==> src/rtl/fpu_issue_ctrl.sv <==
// rtl/fpu_issue_ctrl.sv - FP op sequencer: fixed-latency launch, stall, capture, writeback pulse
// Optional FPU_STALL_CNT_EN adds a free-running stall cycle counter output.
module fpu_issue_ctrl #(
    parameter int unsigned LAT_ADD  = 2,
    parameter int unsigned LAT_MUL  = 2,
    parameter int unsigned LAT_DIV  = 6,
    parameter int unsigned LAT_SQRT = 8,
    parameter int unsigned LAT_CVT  = 1,
    parameter int unsigned LAT_CMP  = 1
) (
    input  logic        clk,
    input  logic        rstn,
    input  logic        start,
    input  logic [3:0]  fpucontrol,
    input  logic        fregwb_in,
    input  logic [4:0]  rd_in,
    input  logic        flush,
    input  logic [31:0] fpu_y,
    output logic        fpu_en,
    output logic [3:0]  fpu_op,
    output logic        stall,
    output logic        wb_valid,
    output logic        wb_fregwb,
    output logic [4:0]  wb_rd,
    output logic [31:0] wb_data
`ifdef FPU_STALL_CNT_EN
    ,
    output logic [31:0] stall_cnt
`endif
);
    localparam logic [1:0] IDLE = 2'd0;
    localparam logic [1:0] WAIT = 2'd1;
    localparam logic [1:0] DONE = 2'd2;

    logic [1:0]  r_state;
    logic [3:0]  r_cnt;
    logic [3:0]  r_op;
    logic        r_fregwb;
    logic [4:0]  r_rd;
    logic [31:0] r_data;
    logic        w_wait;
    logic        w_accept;

    function automatic logic [3:0] f_lat(input logic [3:0] op);
        case (op)
            4'b0000, 4'b0001:          f_lat = 4'(LAT_ADD);
            4'b0010:                   f_lat = 4'(LAT_MUL);
            4'b0011:                   f_lat = 4'(LAT_DIV);
            4'b0100:                   f_lat = 4'(LAT_SQRT);
            4'b0101, 4'b1001:          f_lat = 4'(LAT_CVT);
            4'b0110, 4'b0111, 4'b1000: f_lat = 4'(LAT_CMP);
            default:                   f_lat = 4'd1;
        endcase
    endfunction

    assign w_wait   = (r_state == WAIT);
    assign w_accept = start && !flush && (r_state == IDLE || r_state == DONE);

    always_ff @(posedge clk or negedge rstn) begin
        if (!rstn) begin
            r_state  <= IDLE;
            r_cnt    <= 4'd0;
            r_op     <= 4'd0;
            r_fregwb <= 1'b0;
            r_rd     <= 5'd0;
            r_data   <= 32'd0;
        end else if (flush) begin
            r_state <= IDLE;
            r_cnt   <= 4'd0;
        end else if (w_accept) begin
            r_op     <= fpucontrol;
            r_fregwb <= fregwb_in;
            r_rd     <= rd_in;
            r_cnt    <= f_lat(fpucontrol);
            r_state  <= WAIT;
        end else begin
            case (r_state)
                WAIT: begin
                    // Last datapath cycle: the result on fpu_y is final now.
                    if (r_cnt == 4'd1) begin
                        r_data  <= fpu_y;
                        r_cnt   <= 4'd0;
                        r_state <= DONE;
                    end else begin
                        r_cnt <= r_cnt - 4'd1;
                    end
                end
                DONE:    r_state <= IDLE;
                default: r_state <= IDLE;
            endcase
        end
    end

    assign fpu_en    = w_wait;
    assign fpu_op    = r_op;
    assign stall     = w_accept | w_wait;
    assign wb_valid  = (r_state == DONE);
    assign wb_fregwb = r_fregwb;
    assign wb_rd     = r_rd;
    assign wb_data   = r_data;

`ifdef FPU_STALL_CNT_EN
    logic [31:0] r_stall_cnt;

    always_ff @(posedge clk or negedge rstn) begin
        if (!rstn) begin
            r_stall_cnt <= 32'd0;
        end else if (stall) begin
            r_stall_cnt <= r_stall_cnt + 32'd1;
        end
    end

    assign stall_cnt = r_stall_cnt;
`endif
endmodule

==> config.mk <==
export PLATFORM = sky130hd
export DESIGN_NAME = fpu_issue_ctrl
export DESIGN_NICKNAME = d
export VERILOG_FILES = /design/src/rtl/fpu_issue_ctrl.sv
export SDC_FILE = /design/constraint.sdc
export NUM_CORES = 1
export LEC_CHECK = 0
export BUFFER_PORTS_ARGS = -buffer_cell sky130_fd_sc_hd__buf_4
export CAP_MARGIN = 0
export CORE_MARGIN = 4
export CORE_UTILIZATION = 50
export CTS_CLUSTER_DIAMETER = 150
export DETAILED_ROUTE_END_ITERATION = 8
export GPL_ROUTABILITY_DRIVEN = 0
export PLACE_DENSITY = 0.83
export SLEW_MARGIN = 20
export SYNTH_ARGS = -nofsm -noshare
export SYNTH_HDL_FRONTEND = slang
export SYNTH_SLANG_ARGS = --single-unit
==> constraint.sdc <==
create_clock -name clk -period 6.6 [get_ports clk]
set_clock_uncertainty 0.05 [all_clocks]
set_input_delay 1.98 -clock clk [delete_from_list [all_inputs] [get_ports clk]]
set_output_delay 1.98 -clock clk [all_outputs]
set_load 0.01 [all_outputs]
==> summary.txt <==
Outcome: finished, final reports clean
HPWL after DPL: 3.43 mm
Initial Util: 52.1%
Post-synth cell types: 27
Die height: 73.0 µm
Combinational family with the most area after synthesis: multiplexers
Worst-skew pair later-pin latency: 0.29 ns
Post_cts resized: 0
Share of cells above drive strength 1: 55.1%
Ports: 91
Routed len/inst: 15.4 µm
Worst EP required: 4.57 ns
Hold endpoint: fpu_op[1]
Compound-Gate Fraction of Synth Area: 1.78%
Synthesis-stage register bit count: 48
Leakage power: 1.57 nW
Post-synthesis net count: 202
Max frequency: 200 MHz
Hold Buf Count CTS: 0
Final min period: 5.01 ns
Largest net degree at the start of global routing: 49
Kind of start point of the critical path: input port
Avg Inst Size Synth: 13.7 µm²
Drc violations: 0
Synth Area in Adders: 1.18%
DRT met1 WL: 1.73 mm
Yosys warns: 0
Reg2Reg Setup Slack: 4.08 ns
Top layer in use: met4
Antenna-violating nets left: 0
Tightest Pin Transition: 1.03 ns
Worst hold start: fpu_op[1]
WL met3: 245 µm
CTS tree: built
Chip Width: 73.0 µm
Synth Area in Simple Gates: 11.9%
Global-route wire length before repair: 7.25 mm
Reg2reg end: wb_data[14]
Setup Fix Bufs, Post-CTS: 0
Worst-case clock buffer depth: 2
Hold Crit Class: flop to flop
GRT Util Overall: 17.6%
Syn Inst Count: 154
IO Port Bufs: 90
Clock Pin Slew Worst Setup and Hold Paths: 0.08 ns
Via count: 1,472
Clock tree sinks: 48
Critical path class: input port to output port
Total Power: 1.15 mW
Die area: 0.00533 mm²
Core ar.: 0.00406 mm²
Area grow syn2layout: 36.3%
CP Capture Type: output port
Final hold viol count: 0
Diodes inserted: 0
CTS root buf: clkbuf_8
# setup viols final: 0
Worst Path Max Fanout: 15
Slew Viols, Final: 0
Mapped Area: 0.00211 mm²
Period utilization: 75.9%
Mux cell area share after synthesis: 22.7%
Routed vias/inst: 4.99
Worst path arrival time: 2.98 ns
RSZ-0062 raised after global routing: no
Worst r2r path cells: 5
Rel. slew slack: 31.6%
Placement Rows: 23
RR Startpoint: r_cnt[1]
Final net count: 292
H-tree depth: 2
CTS buffer count: 5
Initial antenna violation count: 0
GRT Residual Overflow: 0
WL final: 4.55 mm
Detailed route wirelength on metal2: 2.51 mm
Drt first pass iters: 4
WHS Path Cells: 2
Pwr Density: 399 mW/mm²
Sum Neg Setup Slack: 0 ns
Drt initial violations: 71
Sequential share of the synthesized area: 56.8%
Maximum vdd drop: 0.213 mV
Maxcap violations: 0
Number of global-route vias before repair: 1,543
Xor/xnor cell area share of the yosys netlist: 0.828%
## worst max path at each step
stage,start,endpoint,cells past startpoint
after detailed placement,flush,stall,4
final,flush,stall,4
after global placement,flush,stall,4
after floorplan,flush,stall,4
after CTS,flush,stall,4
after global routing,flush,stall,4
## critical path: stages
cell and delay [ns]:
buf_4 0.14, or3b_2 0.61, nand2_1 0.13, buf_4 0.12
## per-layer routing
| metal | up-vias | global-route usage [%] |
|---|---|---|
| met3 | 8 | 3.99 |
| met5 | - | 0 |
| met4 | 0 | 6.15 |
| met2 | 46 | 31.4 |
| li1 | 700 | - |
| met1 | 718 | 20.4 |
## Yosys cell counts (all sizes together)
cell type  number  area (µm²)
nor3            4        20.0
nor3b           1        7.51
buf             4        71.3
mux2           33         480
a211oi          1        7.51
a31oi           1        6.26
or3             1        6.26
or3b            2        20.0
nand3           1        5.00
dfrtp          48        1200
o211ai          2        15.0
nor2b           1        6.26
nand2          31         116
inv             4        15.0
nand2b          2        12.5
nor2            3        11.3
nand4           1        6.26
xnor2           2        17.5
and3            1        7.51
nand4b          3        26.3
o31a            1        8.76
ha              2        25.0
and2            1        6.26
clkbuf          4        15.0
## layout make-up
cell class / count / area, µm²
Sequential cell: 48 / 1200
Fill cell: 309 / 1170
Multi-Input combinational cell: 94 / 813
Timing Repair Buffer: 91 / 683
Clock buffer: 6 / 72.6
Tap cell: 50 / 62.6
Clock inverter: 2 / 35.0
Inverter: 4 / 15.0
## power by group
group	internal [mW]	switching, mW	leakage [nW]
logic	0.299	0.173	0.920
registers	0.411	0.0672	0.593
clock network	0.112	0.0895	0.0552
total	0.822	0.329	1.57
## layout by cell type, fill, tap and decap left out, drive strengths merged
master  netlist  routed
mux2         33      33
o211ai        2       2
a211oi        1       1
nand3         1       1
or3b          2       2
ha            2       2
or3           1       1
clkbuf        4       6
nand4         1       1
inv           4       4
bufinv        0       1
buf           4      91
and3          1       1
nor3b         1       1
nand2        31      31
nor3          4       4
clkinv        0       1
xnor2         2       2
o31a          1       1
nor2          3       3
dfrtp        48      48
and2          1       1
a31oi         1       1
nand2b        2       2
nand4b        3       3
nor2b         1       1
## state kept, by name (all words and copies together), names as in the netlist
| register | cells |
|---|---|
| wb_rd | 5 |
| r_cnt | 4 |
| wb_fregwb | 1 |
| fpu_op | 4 |
| r_state | 2 |
| wb_data | 32 |
## stage by stage
stage / cell area [µm²] / worst slack (ns) / hold WS, ns / instances / util (%)
after global routing: 2880 / 1.56 / 0.459 / 295 / 71.0
final: 2880 / 1.59 / 0.435 / 295 / 71.0
after floorplan: 2110 / 1.70 / 0.464 / 154 / -
after global placement: 2780 / 1.62 / 0.411 / 287 / 68.4
after CTS: 2880 / 1.60 / 0.435 / 295 / 71.0
after detailed placement: 2780 / 1.60 / 0.414 / 287 / 68.4
## cells by family after synthesis
group / after synthesis
AND/OR/NAND/NOR: 52
flip-flops: 48
multiplexers: 33
buffers and inverters: 12
AO/OA/AOI/OAI: 5
XOR/XNOR: 2
adder cells (fa/ha/maj): 2
No activity file was read; power rests on OpenSTA's default activity.
